<file path="config.mk">
export PLATFORM = sky130hd
export DESIGN_NAME = chameleon_fb_reader
export DESIGN_NICKNAME = d
export VERILOG_FILES = /design/src/rtl/chameleon_fb_pkg.sv /design/src/rtl/chameleon_fb_swap.sv /design/src/rtl/chameleon_fb_reader.sv
export SDC_FILE = /design/constraint.sdc
export NUM_CORES = 1
export LEC_CHECK = 0
export CAP_MARGIN = 15
export CORE_UTILIZATION = 44
export DETAILED_ROUTE_END_ITERATION = 10
export GPL_ROUTABILITY_DRIVEN = 0
export HOLD_SLACK_MARGIN = 0.02
export PLACE_DENSITY = 0.94
export SETUP_SLACK_MARGIN = 0.3
export SYNTH_ARGS = -nofsm -noshare
export SYNTH_HDL_FRONTEND = slang
export SYNTH_SLANG_ARGS = --single-unit
export TNS_END_PERCENT = 20
</file>
<file path="constraint.sdc">
create_clock -name clk_sys -period 2.65 [get_ports clk_sys]
set_clock_uncertainty 0.2 [all_clocks]
set_input_delay 0.265 -clock clk_sys [delete_from_list [all_inputs] [get_ports clk_sys]]
set_output_delay 0.265 -clock clk_sys [all_outputs]
set_load 0.1 [all_outputs]
</file>
<file path="src/rtl/chameleon_fb_pkg.sv">
// Shared types and constants for the Chameleon frame-buffer read side.
// Optional build macro: CHAMELEON_FB_PATTERN_EN (test-pattern source, see top).
package chameleon_fb_pkg;

  localparam int H_ACTIVE   = 256;
  localparam int V_ACTIVE   = 256;
  localparam int LAYER_SIZE = 65536;
  localparam int ADDR_W     = 17;

  typedef logic [7:0] rgb332_t;

  typedef struct packed {
    logic [7:0] r;
    logic [7:0] g;
    logic [7:0] b;
  } rgb888_t;

  typedef enum logic {
    SHOW = 1'b0,
    PEND = 1'b1
  } swap_state_e;

  // What the output stage does with a pixel slot once it reaches the end of the pipe.
  typedef enum logic [1:0] {
    PK_BLANK = 2'd0,
    PK_OOR   = 2'd1,
    PK_READ  = 2'd2
  } pix_kind_e;

  // Bit-replicating expansion so full-scale codes map to full-scale 8-bit values.
  function automatic rgb888_t rgb332_to_888(input rgb332_t q);
    rgb888_t o;
    o.r = {q[7:5], q[7:5], q[7:6]};
    o.g = {q[4:2], q[4:2], q[4:3]};
    o.b = {q[1:0], q[1:0], q[1:0], q[1:0]};
    return o;
  endfunction

endpackage

</file>
<file path="src/rtl/chameleon_fb_swap.sv">
// Layer swap control: rising-edge detect on frame_done/vblank, SHOW/PEND FSM,
// scan-out layer select and saturating count of frames dropped before display.
module chameleon_fb_swap
  import chameleon_fb_pkg::*;
(
  input  logic        clk_sys,
  input  logic        reset,
  input  logic        frame_done,
  input  logic        vblank,
  output logic        rd_layer,
  output logic        swap_ack,
  output logic [7:0]  drop_cnt,
  output swap_state_e state
);

  logic        frame_done_q;
  logic        vblank_q;
  logic        fd_edge;
  logic        vb_edge;
  logic        do_swap;
  logic        do_drop;
  swap_state_e state_q;
  swap_state_e state_d;

  assign fd_edge = frame_done & ~frame_done_q;
  assign vb_edge = vblank & ~vblank_q;
  assign state   = state_q;

  // Previous-cycle copies of the event inputs for rising-edge detection.
  always_ff @(posedge clk_sys or posedge reset) begin
    if (reset) begin
      frame_done_q <= 1'b0;
      vblank_q     <= 1'b0;
    end else begin
      frame_done_q <= frame_done;
      vblank_q     <= vblank;
    end
  end

  // FSM state register.
  always_ff @(posedge clk_sys or posedge reset) begin
    if (reset) state_q <= SHOW;
    else       state_q <= state_d;
  end

  // Next state: a completed frame arms the swap, the next vblank edge performs it.
  // A frame completing on the very vblank edge that swaps keeps the FSM armed.
  always_comb begin
    state_d = state_q;
    case (state_q)
      SHOW: if (fd_edge) state_d = PEND;
      PEND: if (vb_edge && !fd_edge) state_d = SHOW;
      default: state_d = SHOW;
    endcase
  end

  // FSM actions: swap on vblank edge while armed, drop when a newer frame overwrites.
  always_comb begin
    do_swap = 1'b0;
    do_drop = 1'b0;
    if (state_q == PEND) begin
      do_swap = vb_edge;
      do_drop = fd_edge & ~vb_edge;
    end
  end

  // Registered layer select, swap pulse and saturating drop counter.
  always_ff @(posedge clk_sys or posedge reset) begin
    if (reset) begin
      rd_layer <= 1'b0;
      swap_ack <= 1'b0;
      drop_cnt <= 8'd0;
    end else begin
      rd_layer <= rd_layer ^ do_swap;
      swap_ack <= do_swap;
      if (do_drop && drop_cnt != 8'hFF) drop_cnt <= drop_cnt + 8'd1;
    end
  end

endmodule

</file>
<file path="src/rtl/chameleon_fb_reader.sv">
// Scan-out side of the double-buffered 256x256 RGB332 frame buffer.
// Build macro CHAMELEON_FB_PATTERN_EN adds pattern_sel, which replaces VRAM data
// with an 8x8 colour grid derived from the pixel position.
//
// VRAM read interface: vram_rd is a single-cycle strobe with vram_addr valid in the
// same cycle; the memory returns vram_q in the following cycle. There is no
// back-pressure: every strobe yields exactly one data word one cycle later.
module chameleon_fb_reader
  import chameleon_fb_pkg::*;
(
  input  logic              clk_sys,
  input  logic              reset,
  input  logic              ce_pix,
  input  logic [8:0]        hcount,
  input  logic [8:0]        vcount,
  input  logic              hblank,
  input  logic              vblank,
  input  logic              frame_done,
`ifdef CHAMELEON_FB_PATTERN_EN
  input  logic              pattern_sel,
`endif
  output logic [ADDR_W-1:0] vram_addr,
  output logic              vram_rd,
  input  logic [7:0]        vram_q,
  output logic              wr_layer,
  output logic              rd_layer,
  output logic              swap_ack,
  output logic [7:0]        drop_cnt,
  output logic [7:0]        r,
  output logic [7:0]        g,
  output logic [7:0]        b,
  output logic              de,
  output swap_state_e       swap_state
);

  logic      p1_valid, p2_valid;
  pix_kind_e p1_kind, p2_kind;
  rgb888_t   pix_q;
  logic      in_range;

`ifdef CHAMELEON_FB_PATTERN_EN
  rgb332_t   p1_pat, p2_pat;
  logic      p1_use_pat, p2_use_pat;
`endif

  chameleon_fb_swap u_swap (
    .clk_sys    (clk_sys),
    .reset      (reset),
    .frame_done (frame_done),
    .vblank     (vblank),
    .rd_layer   (rd_layer),
    .swap_ack   (swap_ack),
    .drop_cnt   (drop_cnt),
    .state      (swap_state)
  );

  assign wr_layer = ~rd_layer;
  assign in_range = (hcount < 9'(H_ACTIVE)) && (vcount < 9'(V_ACTIVE));
  assign r  = pix_q.r;
  assign g  = pix_q.g;
  assign b  = pix_q.b;

  // Stage 0: classify the pixel slot and issue the VRAM read for visible in-range pixels.
  // Address = rd_layer*LAYER_SIZE + row*256 + column, i.e. a plain concatenation.
  always_ff @(posedge clk_sys or posedge reset) begin
    if (reset) begin
      vram_addr <= '0;
      vram_rd   <= 1'b0;
      p1_valid  <= 1'b0;
      p1_kind   <= PK_BLANK;
    end else begin
      vram_rd  <= 1'b0;
      p1_valid <= ce_pix;
      if (ce_pix) begin
        if (hblank || vblank) begin
          p1_kind <= PK_BLANK;
        end else if (!in_range) begin
          p1_kind <= PK_OOR;
        end else begin
          p1_kind   <= PK_READ;
          vram_addr <= {rd_layer, vcount[7:0], hcount[7:0]};
          vram_rd   <= 1'b1;
        end
      end
    end
  end

`ifdef CHAMELEON_FB_PATTERN_EN
  // Pattern byte and select are captured with the pixel so later timing changes do not matter.
  always_ff @(posedge clk_sys or posedge reset) begin
    if (reset) begin
      p1_pat     <= '0;
      p1_use_pat <= 1'b0;
      p2_pat     <= '0;
      p2_use_pat <= 1'b0;
    end else begin
      if (ce_pix) begin
        p1_pat     <= {hcount[7:5], vcount[7:5], hcount[4:3]};
        p1_use_pat <= pattern_sel;
      end
      p2_pat     <= p1_pat;
      p2_use_pat <= p1_use_pat;
    end
  end
`endif

  // Delay slot covering the VRAM read latency.
  always_ff @(posedge clk_sys or posedge reset) begin
    if (reset) begin
      p2_valid <= 1'b0;
      p2_kind  <= PK_BLANK;
    end else begin
      p2_valid <= p1_valid;
      p2_kind  <= p1_kind;
    end
  end

  // Stage 1: capture returned data, expand to RGB888 and hold until the next pixel.
  always_ff @(posedge clk_sys or posedge reset) begin
    if (reset) begin
      pix_q <= '0;
      de    <= 1'b0;
    end else if (p2_valid) begin
      case (p2_kind)
        PK_READ: begin
`ifdef CHAMELEON_FB_PATTERN_EN
          pix_q <= rgb332_to_888(p2_use_pat ? p2_pat : vram_q);
`else
          pix_q <= rgb332_to_888(vram_q);
`endif
          de    <= 1'b1;
        end
        PK_OOR: begin
          pix_q <= '0;
          de    <= 1'b1;
        end
        default: begin
          pix_q <= '0;
          de    <= 1'b0;
        end
      endcase
    end
  end

endmodule
</file>
Word-level counts from Yosys, hierarchy flattened:

Index checks and enable logic that the tools add are counted.

* $lt $le $gt $ge: 2
* $add $sub $neg: 1
* shift-type cells: 0
* bitwise operators: 10
* multiply operators: 0
* reduce and logical (&&, ||, !) cells: 7
* equality and inequality tests: 3
* divide/modulo/power cells: 0
* multiplexer cells: 12

Operator list (count)
* 24-bit 2-to-1 mux: 1
* 9-bit < comparator (second input constant): 2
* 8-bit by 1-bit adder with 8-bit output (second input constant): 1
* 1-bit 2-to-1 mux: 8
* 8-bit != test (second input constant): 1
* 1-bit NOT: 6
* 2-bit 2-to-1 mux: 2
* 1-bit bitwise AND: 3
* 1-bit logical AND: 3
* 3-bit AND reduction: 1
* 2-bit by 1-bit equality test with 1-bit output (second input constant): 1
* 2-bit equality test (second input constant): 1
* 1-bit case mux with 2 select lines: 1
* 2-bit OR reduction: 1
* 1-bit zero test: 1
* 1-bit logical OR: 1
* 1-bit XOR: 1

* output and inout port bits: 55
* bits in registers: 62
* memories: 0
* logic and storage cells: 51
* latch bits: 0
* bits in read-only memories: 0
* bits in writable memories: 0
* bits of input ports: 32

Depth between registers and ports, before layout:

* word-level depth: 6
* gate-level depth with buffers: 5
* gate-level depth less buffers: 5

Cells and area by module:

From an unflattened synthesis, not the netlist that was laid out.

* cells, all modules: 158
* area, all modules: 1983.2 um2

By module, submodules not included
* chameleon_fb_reader: area an instance 1383.8 um2, sequential area each 825.8 um2, times used 1, cells an instance 108
* chameleon_fb_swap: area an instance 599.3 um2, sequential area each 325.3 um2, times used 1, cells an instance 50

Least setup slack after synthesis:

OpenSTA, ideal clock, no wires.

* path type: register -> register
* from: reg u_swap.drop_cnt[0]
* to: reg u_swap.drop_cnt[1]
* clock period less this slack: 2.322 ns
* data arrival time: 1.996 ns
* path buffers: 0
* stages on the path, launching flop included: 6
* required time: 2.323 ns
* setup slack: 0.328 ns
* setup time: 0.127 ns
* cells stage by stage: dfrtp_1 ha_1 nand3_1 nor3_4 nor2_2 mux2_4

* longest elaborated chain between the ends: 2
* elaborated cells on any way between the ends: 3
* classes of those cells: add/sub (1); eq/ne (1); reduce/logical (1)

RTL lines
* start: declaration: line chameleon_fb_swap.sv:12 `output logic [7:0] drop_cnt,`
* start signal: assignment: line chameleon_fb_swap.sv:76 `if (do_drop && drop_cnt != 8'hFF) drop_cnt <= drop_cnt + 8'd1;`
* parallel branches: the longest is 2 deep, another holds 8-bit by 1-bit adder with 8-bit output

Several ways; the timed one is not identified.
A chain may end at the register's enable or synchronous reset.

Worst setup path after layout:

Same ends and word-level chain as after synthesis.

==> flow_summary.yaml <==
run_status:
  status: "complete, no violations"
logic_synthesis:
  synthCells: 158
  synth-main-ff-cell: "dfrtp_1"
  synth_common_cells: "dfrtp_1, mux2_2, buf_4"
  syn_nets: 192
  synth_top_cell_area_share: 0.597
  synth.distinct_cells: 26
  syn_avg_cell_area_um2: 12.2
  synth.most_common_cell: "dfrtp_1"
  yosysWarnings: 0
  synthArstFlopShare: 1.00
  synth_edf_count: 0
  syn_area_mm2: 0.00193
  synth-seq-cells: 46
  yosysSeqAreaShare: 0.597
  synth_top_cell_by_area: "dfrtp_1"
  yosys-top-cells-area: "dfrtp_1, mux2_2, buf_4, nand3_1, inv_1"
critical_path:
  reg2reg_setup_slack_ps: 990
  path_class: "reg2reg"
  critPathMaxFanout: 5
  cp-start-kind: "flip-flop"
  worstPathArrival_ps: 1650
  worstSetupEndpointType: "flip-flop"
  cp_data_required_time_ps: 2640
sta:
  fin_crit_ps: 1660
  hold_viol_final: 0
  rsz0062_at_grt: "no"
  setup_tns_ps: 0
  hold-worst-slack_ps: 121
  tightest_slew_ps: 498
  max_freq_ghz: 0.601
  maxSlewHeadroom: 0.668
  period_share: 0.628
  setup_viol: 0
  slew_viol_final: 0
pwr:
  clkPwrFrac: 0.161
  p_per_area_mw_per_mm2: 999
  share_comb_of_total_power: 0.502
  p_sw_mw: 1.38
  pwr-share-seq: 0.337
  leakage_nw: 1.33
  ir_drop_mv: 0.825
  sw_frac_of_total: 0.511
  p_int_mw: 1.32
finish:
  n_antenna_cell: 0
  area_delta_synth_final_pct: 39.9
  multi_input_area_um2: 581
  fin_nets: 267
  drive_above_1_share: 0.389
  layoutNonFillerInstCount: 284
  fillers: 307
  seqCellArea_mm2: 0.00115
clock_network:
  h-tree-depth: 2
  ctsResizeCount: 0
  post-cts-setup-buffers: 0
  clk_path_buf_depth: 2
  cts_buffers: 5
  clk_latency_ps: 290
  hold_buffers: 0
  cts_tree: "yes"
  clock-root-buffer: "clkbuf_8"
  cts_sinks: 46
  clk_pin_slew_ps: 80
placement:
  dp.final_hpwl_mm: 3.08
  dp_cells: 276
  io_buffers: 86
min_path:
  hold_class: "in2async"
drt:
  postRouteAntennaNets: 0
  via_per_inst: 4.73
  drc: 0
  totalWireLength_mm: 4.06
  routedWlPerCell_um: 14.3
  drtIter0Drc: 98
  vias: 1344
  first_pass_iters: 4
floorplanning:
  die_area_mm2: 0.00465
  core_area_mm2: 0.00412
  start_util: 0.469
  io_pins: 87
  rows: 23
  fp.dieH_um: 68.2
  die_x_um: 68.2
global_routing:
  use_met3: 0.0650
  grt_max_degree: 47
  top_usage_layer: "met2"
  grt_use_met2: 0.306
  grt_first_pass_wirelength_mm: 6.19
  grt_pass1_vias: 1289
  overflow: 0
  antenna_found_initial: 0
  track_usage: 0.187
  grtUsageMet1: 0.221
job:
  cap_violations: 0
[worst max-delay path, cell delays in order (launching register included)]
cell and delay (ps):
dfrtp_1 410, ha_1 200, nand3_1 130, nor3_4 230, nor2_2 80, mux2_4 300
[power by group through the flow]
stage | registers [mW] | logic, mW | clock network [mW]
5_1_grt | 0.928 | 1.40 | 0.478
6_report | 0.910 | 1.35 | 0.434
4_1_cts | 0.910 | 1.36 | 0.450
2_1_floorplan | 1.71 | 0.263 | 0
3_3_place_gp | 0.913 | 1.35 | 0
3_5_place_dp | 0.923 | 1.36 | 0
[placed cells by master, fill, tap and decap left out]
cell	n
buf_4	57
dfrtp_1	46
clkdlybuf4s50_1	31
mux2_2	18
inv_1	14
nand3_1	12
o21ai_0	11
clkbuf_8	6
nand2_1	5
xor2_1	5
nor3_1	5
nor2_1	4
or2_1	2
ha_1	2
nand2b_2	1
nand4b_4	1
nand2_2	1
nor3_4	1
nor2_2	1
mux2_4	1
nor3b_1	1
o21bai_1	1
a21boi_1	1
nor3_2	1
a21oi_1	1
xnor2_1	1
inv_2	1
clkbuf_1	1
clkinv_2	1
buf_12	1
[through the flow]
step | instance area (µm²) | util | power, mW | worst slack (ps)
6_report | 2700 | 0.656 | 2.70 | 986
5_1_grt | 2700 | 0.656 | 2.80 | 874
4_1_cts | 2700 | 0.656 | 2.72 | 986
3_5_place_dp | 2610 | 0.634 | 2.28 | 682
3_3_place_gp | 2610 | 0.634 | 2.26 | 731
2_1_floorplan | 1930 | - | 1.98 | 328
[sequential cells by signal (all words and copies together) (netlist names)]
name,cells
b,2
de,1
g,3
p1_kind,2
p1_valid,1
p2_kind,2
p2_valid,1
r,3
u_swap.drop_cnt,8
u_swap.frame_done_q,1
u_swap.rd_layer,1
u_swap.state,1
u_swap.swap_ack,1
u_swap.vblank_q,1
vram_addr,17
vram_rd,1
[cell type report]
| type | count | area share |
|---|---|---|
| sequential | 46 | 0.426 |
| inverter | 15 | 0.0209 |
| clock inverter | 1 | 0.00185 |
| timing repair buffer | 89 | 0.281 |
| clock buffer | 7 | 0.0320 |
| multi-input combinational | 76 | 0.215 |
| tap | 50 | 0.0232 |
[path summary, 6_finish.rpt]
| path | from | end | depth (start not counted) |
|---|---|---|---|
| setup / recovery | u_swap.drop_cnt[0] | u_swap.drop_cnt[1] | 5 |
| min in group clk_sys | p1_valid | p2_valid | 0 |
| max in group asynchronous | reset | b[5] | 3 |
| setup reg to reg | u_swap.drop_cnt[0] | u_swap.drop_cnt[1] | 5 |
| hold / removal | reset | vram_addr[14] | 3 |
| hold reg to reg | p1_valid | p2_valid | 0 |
[per-layer routing]
| metal | share of wire | wire length (µm) |
|---|---|---|
| met5 | 0 | 0 |
| met4 | 0.016 | 64 |
| met3 | 0.089 | 360 |
| met2 | 0.49 | 2000 |
| met1 | 0.40 | 1640 |
[cell families after synthesis]
| group | count (synthesis) | synth area share |
|---|---|---|
| fa+ha+maj | 2 | 0.0130 |
| mux | 19 | 0.113 |
| xor+xnor | 6 | 0.0272 |
| compound gates | 14 | 0.0389 |
| buf+inv | 36 | 0.102 |
| flops | 46 | 0.597 |
| simple gates | 35 | 0.109 |
(Power assumes the default switching activity.)
